File: src/rtl/booth_seq_mult12.sv
// Sequential radix-2 Booth multiplier.
// A WIDTH-bit carry-lookahead adder (no carry-in, no carry-out) adds either
// +M or a pre-negated -M to the partial accumulator once per iteration.
// After WIDTH iterations a signed 2*WIDTH product is registered and done pulses.
//
// Handshake (start/busy/done): start is sampled only on an edge where busy==0,
// and the operands are captured on that same edge. busy stays high until the
// edge that registers the result. done is a one-cycle pulse on the cycle that
// follows that edge, and busy is already low in that cycle. Holding start high
// on the done cycle therefore launches the next operation back to back.
// product and err hold their value until the next completion. The exception is
// err, which clears when the next operation is accepted.

// Combinational WIDTH-bit carry-lookahead adder built from 4-bit lookahead groups.
// The result wraps modulo 2^WIDTH. WIDTH must be a multiple of 4.
module booth_cla_adder #(
  parameter int WIDTH = 12
) (
  input  logic [WIDTH-1:0] i1,
  input  logic [WIDTH-1:0] i2,
  output logic [WIDTH-1:0] sum
);

  logic [WIDTH-1:0] g;
  logic [WIDTH-1:0] p;
  logic [WIDTH-1:0] c;
  logic             gc;
  logic             gg;
  logic             gp;

  // Generate/propagate per bit. Carries are expanded inside each group, and the group carry is chained.
  always_comb begin
    g  = i1 & i2;
    p  = i1 ^ i2;
    c  = '0;
    gc = 1'b0;
    gg = 1'b0;
    gp = 1'b0;
    for (int grp = 0; grp < WIDTH / 4; grp++) begin
      c[grp*4]   = gc;
      c[grp*4+1] = g[grp*4] | (p[grp*4] & gc);
      c[grp*4+2] = g[grp*4+1] | (p[grp*4+1] & g[grp*4])
                 | (p[grp*4+1] & p[grp*4] & gc);
      c[grp*4+3] = g[grp*4+2] | (p[grp*4+2] & g[grp*4+1])
                 | (p[grp*4+2] & p[grp*4+1] & g[grp*4])
                 | (p[grp*4+2] & p[grp*4+1] & p[grp*4] & gc);
      gg = g[grp*4+3] | (p[grp*4+3] & g[grp*4+2])
         | (p[grp*4+3] & p[grp*4+2] & g[grp*4+1])
         | (p[grp*4+3] & p[grp*4+2] & p[grp*4+1] & g[grp*4]);
      gp = p[grp*4+3] & p[grp*4+2] & p[grp*4+1] & p[grp*4];
      gc = gg | (gp & gc);
    end
    sum = p ^ c;
  end

endmodule

// Booth control and datapath around the adder.
module booth_seq_mult12 #(
  parameter int WIDTH = 12
) (
  input  logic               clk,
  input  logic               rst_n,
  input  logic               start,
  input  logic [WIDTH-1:0]   multiplicand,
  input  logic [WIDTH-1:0]   multiplier,
  output logic               busy,
  output logic               done,
  output logic [2*WIDTH-1:0] product,
  output logic               err
);

  localparam int CW = $clog2(WIDTH);
  localparam logic [WIDTH-1:0] MOST_NEG = {1'b1, {(WIDTH-1){1'b0}}};

  typedef enum logic {
    IDLE = 1'b0,
    RUN  = 1'b1
  } state_t;

  state_t           state;
  state_t           state_nxt;
  logic             load;
  logic             last;

  logic [WIDTH-1:0] m_reg;
  logic [WIDTH-1:0] m_neg;
  logic             m_min;
  logic [WIDTH-1:0] a_reg;
  logic [WIDTH-1:0] q_reg;
  logic             q_m1;
  logic [CW-1:0]    count;

  logic [WIDTH-1:0] add_b;
  logic             use_adder;
  logic [WIDTH-1:0] add_sum;
  logic [WIDTH-1:0] acc;
  logic [WIDTH-1:0] a_nxt;
  logic [WIDTH-1:0] q_nxt;
  logic             q_m1_nxt;

  booth_cla_adder #(.WIDTH(WIDTH)) u_adder (
    .i1  (a_reg),
    .i2  (add_b),
    .sum (add_sum)
  );

  // State register.
  always_ff @(posedge clk or negedge rst_n) begin
    if (!rst_n) state <= IDLE;
    else        state <= state_nxt;
  end

  // Next state. load marks the accepting edge, last marks the WIDTH-th iteration.
  always_comb begin
    state_nxt = state;
    load      = 1'b0;
    last      = 1'b0;
    case (state)
      IDLE: begin
        if (start) begin
          load      = 1'b1;
          state_nxt = RUN;
        end
      end
      RUN: begin
        if (count == CW'(WIDTH - 1)) begin
          last      = 1'b1;
          state_nxt = IDLE;
        end
      end
      default: state_nxt = IDLE;
    endcase
  end

  assign busy = (state == RUN);

  // Booth recoding of {Q[0], q_m1}: 01 adds M, 10 adds -M, 00/11 bypass the adder.
  always_comb begin
    add_b     = '0;
    use_adder = 1'b0;
    case ({q_reg[0], q_m1})
      2'b01: begin
        add_b     = m_reg;
        use_adder = 1'b1;
      end
      2'b10: begin
        add_b     = m_neg;
        use_adder = 1'b1;
      end
      default: begin
        add_b     = '0;
        use_adder = 1'b0;
      end
    endcase
  end

  // Arithmetic right shift of {acc, Q, q_m1}, replicating the sign of acc.
  always_comb begin
    acc      = use_adder ? add_sum : a_reg;
    a_nxt    = {acc[WIDTH-1], acc[WIDTH-1:1]};
    q_nxt    = {acc[0], q_reg[WIDTH-1:1]};
    q_m1_nxt = q_reg[0];
  end

  // Operand capture, per-iteration update, and result registration.
  always_ff @(posedge clk or negedge rst_n) begin
    if (!rst_n) begin
      m_reg   <= '0;
      m_neg   <= '0;
      m_min   <= 1'b0;
      a_reg   <= '0;
      q_reg   <= '0;
      q_m1    <= 1'b0;
      count   <= '0;
      done    <= 1'b0;
      product <= '0;
      err     <= 1'b0;
    end else begin
      done <= last;
      if (load) begin
        m_reg <= multiplicand;
        m_neg <= ~multiplicand + WIDTH'(1);
        m_min <= (multiplicand == MOST_NEG);
        a_reg <= '0;
        q_reg <= multiplier;
        q_m1  <= 1'b0;
        count <= '0;
        err   <= 1'b0;
      end else if (state == RUN) begin
        a_reg <= a_nxt;
        q_reg <= q_nxt;
        q_m1  <= q_m1_nxt;
        count <= count + CW'(1);
        if (last) begin
          // -M cannot be represented for the most negative M, so the result is flagged and zeroed.
          product <= m_min ? '0 : {a_nxt, q_nxt};
          err     <= m_min;
        end
      end
    end
  end

endmodule
File: config.mk
export PLATFORM = sky130hd
export DESIGN_NAME = booth_seq_mult12
export DESIGN_NICKNAME = d
export VERILOG_FILES = /design/src/rtl/booth_seq_mult12.sv
export SDC_FILE = /design/constraint.sdc
export NUM_CORES = 1
export LEC_CHECK = 0
export BUFFER_PORTS_ARGS = -buffer_cell sky130_fd_sc_hd__buf_2
export CORE_MARGIN = 3
export CORE_UTILIZATION = 52
export DETAILED_ROUTE_END_ITERATION = 8
export GPL_TIMING_DRIVEN = 1
export HOLD_SLACK_MARGIN = 0.05
export PLACE_DENSITY = 0.77
export SYNTH_ARGS = -nofsm -noshare
export SYNTH_HDL_FRONTEND = slang
export SYNTH_SLANG_ARGS = --single-unit
File: constraint.sdc
create_clock -name clk -period 3.4 [get_ports clk]
set_clock_uncertainty 0.1 [all_clocks]
set_input_delay 0.17 -clock clk [delete_from_list [all_inputs] [get_ports clk]]
set_output_delay 0.17 -clock clk [all_outputs]
set_load 0.1 [all_outputs]
Word level (Yosys, flattened, before mapping)
Index checks and enable logic that the tools add are counted.
Widths: inputs -> output; s select.
- add/subtract/negate cells: 2
- $mul: 0
- divide/modulo/power cells: 0
- magnitude comparators: 0
- eq/ne operators: 4
- shifts and indexed selects: 0
- muxes and demuxes: 21
- bitwise gates (word level): 62
- reduce and logical (&&, ||, !) cells: 5
- operators with widths (kind ; count):
    $mux 12 ; 5
    $and 1x1->1 ; 34
    $mux 24 ; 1
    $pmux 12 s2 ; 1
    $xor 12x12->12 ; 2
    $or 1x1->1 ; 22
    $add 12x1->12 const B ; 1
    $eq 12x12->1 const B ; 1
    $not 12->12 ; 1
    $and 11x11->11 ; 1
    $mux 1 ; 11
    $mux 4 ; 2
    $add 4x1->4 const B ; 1
    $eq 4x4->1 const B ; 1
    $reduce_bool 2->1 ; 2
    $reduce_and 3->1 ; 1
    $eq 2x1->1 const B ; 1
    $eq 2x2->1 const B ; 1
    $not 1->1 ; 2
    $pmux 1 s2 ; 1
    $reduce_and 2->1 ; 1
    $reduce_or 2->1 ; 1
- register bits: 81
- latch bits: 0
- bits in writable memories: 0
- bits in read-only memories: 0
- bits of input ports: 27
- output and inout bits: 27
- word-level logic and storage cells: 105
- memories: 0

Longest topological paths before layout
- depth after elaboration: 15
- gate-level depth with buffers: 16
- gate-level depth less buffers: 14

Cells and area by module
Synthesis repeated with hierarchy kept, for this count alone.
- cell total of the unflattened synthesis: 414
- area total of the unflattened synthesis: 4002.6 µm²
- by module, submodules not included (module ; instances ; cells each ; area each (µm²) ; sequential area each (µm²)):
    booth_seq_mult12 ; 1 ; 369 ; 3582.2 ; 1951.9
    booth_cla_adder ; 1 ; 45 ; 420.4 ; 0.0

Worst setup path after synthesis
Ideal clock, no wire load.
- path kind: register to register
- start: reg q_reg[0]
- end: reg product[19]
- library setup time: 120 ps
- data arrival time: 3373 ps
- data required time: 3180 ps
- setup slack: -193 ps
- cell stages (with the launch flop): 15
- path buffers: 3
- clock period less this slack: 3593 ps
- path through: dfrtp_1 > inv_1 > ha_1 > buf_1 > buf_2 > buf_1 > nor2_1 > ha_1 > a41oi_2 > nor2_1 > nor3_2 > o21ba_2 > fa_1 > mux2i_1 > a31o_2
- longest elaborated chain between the ends: 12
- elaborated cells on any way between the ends: 29
- classes of those cells: 2 x eq/ne; 4 x mux; 22 x bitwise; 1 x reduce/logical
- ends and longest elaborated chain (what ; line ; text):
    from (decl) ; 90 ; logic [WIDTH-1:0] q_reg;
    from (signal assigned) ; 186 ; q_reg <= multiplier;
    from (signal assigned) ; 192 ; q_reg <= q_nxt;
    $eq 2x2->1 / $eq 2x1->1 (equally long branches) ; 142 ; case ({q_reg[0], q_m1})
    $pmux 12 s2 ; 142 ;
    $xor 12x12->12 / $and 11x11->11 (equally long branches) ; 34, 33 ;
    $and 1x1->1, on equally long branches ; 47, 48, 49 ;
    $or 1x1->1, or another cell as far along ; 47 ; gg = g[grp*4+3] | (p[grp*4+3] & g[grp*4+2])
    $or 1x1->1 / $and 1x1->1 (equally long branches) ; 48, 49 ;
    $or 1x1->1 ; 49 ; | (p[grp*4+3] & p[grp*4+2] & p[grp*4+1] & g[grp*4]);
    $and 1x1->1 ; 51 ; gc = gg | (gp & gc);
    $or 1x1->1 ; 51 ;
    $xor 12x12->12 ; 53 ; sum = p ^ c;
    $mux 12 (*) ; 160 ; acc = use_adder ? add_sum : a_reg;
    $mux 24 (*) ; 197 ; product <= m_min ? '0 : {a_nxt, q_nxt};
    to (signal assigned) ; 197 ;
    to (decl) ; 69 ; output logic [2*WIDTH-1:0] product,
Mark *: on every way between the ends. The rest lies on a longest branch, timed or not.
A chain may end at the register's enable or synchronous reset.

Final worst setup path
Ends and elaborated chain as after synthesis.

==> flow_metrics.env <==
export IMPL_status="complete, no violations"
export IMPL_worst_setup_path_type="register to register"
export IMPL_initial_core_util_pct=54.3
export IMPL_ys_flop_type="dfrtp_1"
export IMPL_clockBufferDepth=2
export IMPL_grtUsageTotal_pct=21.2
export IMPL_crit_start="q_reg[0]$_DFFE_PN0P_"
export IMPL_syn_cell_area_mm2=0.00400
export IMPL_layout_min_cycle_time_ns=3.13
export IMPL_grtUsageMet1_pct=28.4
export IMPL_die_area_mm2=0.00879
export IMPL_layout_nets=518
export IMPL_reg2reg_slack_ns=0.27
export IMPL_cp_cell_sequence="inv_1 > ha_2 > nor2_1 > ha_1 > nand4_1 > o2bb2ai_1 > nor3_2 > o21ba_2 > fa_1 > mux2i_1 > a31o_2"
export IMPL_cp_end_kind="register"
export IMPL_via_per_inst=5.46
export IMPL_drtIter0Drc=149
export IMPL_clock_sinks=78
export IMPL_leakage_nw=2.30
export IMPL_clk_pin_slew_ns=0.09
export IMPL_met2_usage_pct=34.2
export IMPL_ir_worst_vdd_uv=558
export IMPL_io_pins=54
export IMPL_final_area_mm2=0.00479
export IMPL_top_usage_layer="met2"
export IMPL_cts_tree="yes"
export IMPL_synthArstFlopShare_pct=100
export IMPL_rsz0062_at_grt="no"
export IMPL_synth_top_cell_by_area="dfrtp_1"
export IMPL_ys_seq_area_share_pct=48.8
export IMPL_placed_cells=538
export IMPL_met3_usage_pct=5.29
export IMPL_grt_ovfl_total=0
export IMPL_tightestPinTransition_ns=0.960
export IMPL_wl_per_cell_um=15.1
export IMPL_ys_warn_count=0
export IMPL_cts_setup_buffers=0
export IMPL_critPathLaunchType="register"
export IMPL_drive_above_1_share_pct=21.8
export IMPL_ys_types=55
export IMPL_syn_nets=446
export IMPL_dieHeight_um=93.7
export IMPL_timing_final_crit_share_pct=92.0
export IMPL_htreeDepth=3
export IMPL_hold_viol=0
export IMPL_vias=3149
export IMPL_max_cap_violations=0
export IMPL_largest_register_ffs=23
export IMPL_die_x_um=93.7
export IMPL_finalWeightedCongestion=0.839
export IMPL_cts_buffers_inserted=9
export IMPL_cts_root_buf="clkbuf_8"
export IMPL_syn_to_final_growth_pct=19.6
export IMPL_fin_cells=577
export IMPL_num_rows=31
export IMPL_postRouteAntennaNets=0
export IMPL_crit_fanout=14
export IMPL_hp_class="input port to register"
export IMPL_synth_top_area_share_pct=48.8
export IMPL_antenna_found_initial=0
export IMPL_diodes=0
export IMPL_grt_max_degree=79
export IMPL_port_buffers=53
export IMPL_syn_inst=401
export IMPL_place_area_mm2=0.00435
export IMPL_pwr_density_cell_mw_per_mm2=1070
export IMPL_grt_pass1_vias=3060
export IMPL_worstPathArrival_ns=3.28
export IMPL_ys_ff_latch=78
export IMPL_fmaxAchievable_mhz=320
export IMPL_drc_errors=0
export IMPL_core_area_mm2=0.00737
export IMPL_setup_viol=0
export IMPL_critPathSlowestCell="fa_1"
export IMPL_grt_pass1_wl_um=14600
export IMPL_tns_ns=0
export IMPL_max_stage_delay_ns=0.47
export IMPL_n_fill_cell=592
export IMPL_synth_area_per_cell_um2=9.98
export IMPL_r2r_start="q_reg[0]$_DFFE_PN0P_"
export IMPL_dr_pass1_iters=4
export IMPL_crit_required_ns=3.55
export IMPL_yosys_top_cells_area="dfrtp_1 49%, nand2_1 6.8%, o21ai_0 6.0%"
export IMPL_hold_start="multiplier[0]"
export IMPL_worstSkewPairLatency_ns=0.36
export IMPL_wl_um=8710
export IMPL_dp_hpwl_um=5880
export IMPL_slew_viol_final=0
export IMPL_relSlewSlack_pct=36.0
export IMPL_synth_edf_count=0
## worst paths after layout
kind | endpoint | depth (start not counted)
max | product[19]$_DFFE_PN0P_ | 11
min | q_reg[0]$_DFFE_PN0P_ | 3
max reg2reg | product[19]$_DFFE_PN0P_ | 11
min reg2reg | product[6]$_DFFE_PN0P_ | 2
max in group asynchronous | m_neg[4]$_DFFE_PN0P_ | 2
min in group asynchronous | product[12]$_DFFE_PN0P_ | 2
## synthesized netlist by cell type, types with 2 or more instances
library cell,count
mux2_2,13
nor3_1,5
inv_1,11
nand3_1,3
a22o_1,14
fa_1,3
ha_1,15
mux2i_1,13
nor4_1,3
buf_2,5
o21ai_0,48
a22oi_1,10
a21oi_1,7
nor3b_1,2
nor2_1,25
buf_1,3
xor2_1,9
dfrtp_1,78
a21o_2,2
xnor2_1,8
nand4_1,2
nand2_1,73
clkbuf_1,12
a31o_2,2
nor2b_1,5
## metal layers
metal  up-vias  wire (um)
met1      1519       4020
met4         0        106
met5         -          0
li1       1542          -
met3         9        405
met2        79       4170
## critical path: cells and delay by family (launching register included)
family,cells,cell delay (ns)
adder cells (fa/ha/maj),3,1.32
flip-flops,1,0.38
buffers and inverters,1,0.06
AND/OR/NAND/NOR,3,0.32
multiplexers,1,0.08
AO/OA/AOI/OAI,3,0.77
## cell usage in the layout, fill, tap and decap left out, types with 2 or more instances in the layout
cell type / n
a22oi_1: 10
nor2_1: 25
ha_1: 13
mux2i_1: 13
nand2_1: 73
nor3b_1: 2
a22o_1: 14
buf_2: 52
a21oi_1: 7
nand3_1: 3
nor4_1: 3
xor2_1: 9
nor2b_1: 5
fa_1: 3
dfrtp_1: 78
inv_1: 11
mux2_2: 13
clkinvlp_4: 2
ha_2: 2
nand4_1: 2
inv_6: 2
dlygate4sd3_1: 23
clkbuf_8: 9
a21o_2: 2
buf_4: 7
xnor2_1: 8
nor3_1: 5
o21ai_0: 48
a31o_2: 2
## stage by stage
stage                     util, %  worst slack [ns]  hold WS (ns)  total power [mW]
after global routing         65.0            0.0690         0.122              5.46
after floorplan                 -            0.0715        -0.226              3.82
after detailed placement     59.0             0.204         0.280              4.37
final                        65.0             0.272        0.0836              5.12
after global placement       59.0             0.317         0.277              4.29
after CTS                    64.9             0.188        0.0724              5.12
## layout make-up
class | count | area [um^2] | area share [%]
clock buffer | 9 | 124 | 2.59
clock inverter | 7 | 78.8 | 1.65
inverter | 12 | 45.0 | 0.941
multi-input combinational | 290 | 1920 | 40.1
sequential | 78 | 1950 | 40.8
tap | 99 | 124 | 2.59
timing repair buffer | 82 | 543 | 11.3
## what timing repair did
action	CTS	global route
resized for setup	0	2
hold buffers	23	0
endpoints found under the setup margin	0	3
endpoints found under the hold margin	106	0
## kinds of logic (layout without fill, tap and decap cells)
kind of cell | after synthesis | count (layout) | share of synthesized area (%)
adders and majority gates | 18 | 18 | 6.19
and+or+nand+nor | 127 | 127 | 13.7
DFF | 78 | 78 | 48.8
AOI/OAI and AO/OA | 101 | 101 | 17.0
xor gates and xnor gates | 17 | 17 | 3.72
buffers and inverters | 33 | 110 | 3.34
muxes | 27 | 27 | 7.28
## report_power, final
part / leakage, nW / switching [mW] / internal [mW]
clock network: 0.0982 / 0.371 / 0.348
registers: 0.986 / 0.284 / 1.34
logic: 1.22 / 1.93 / 0.840
Power figures use the tool's default switching activity.
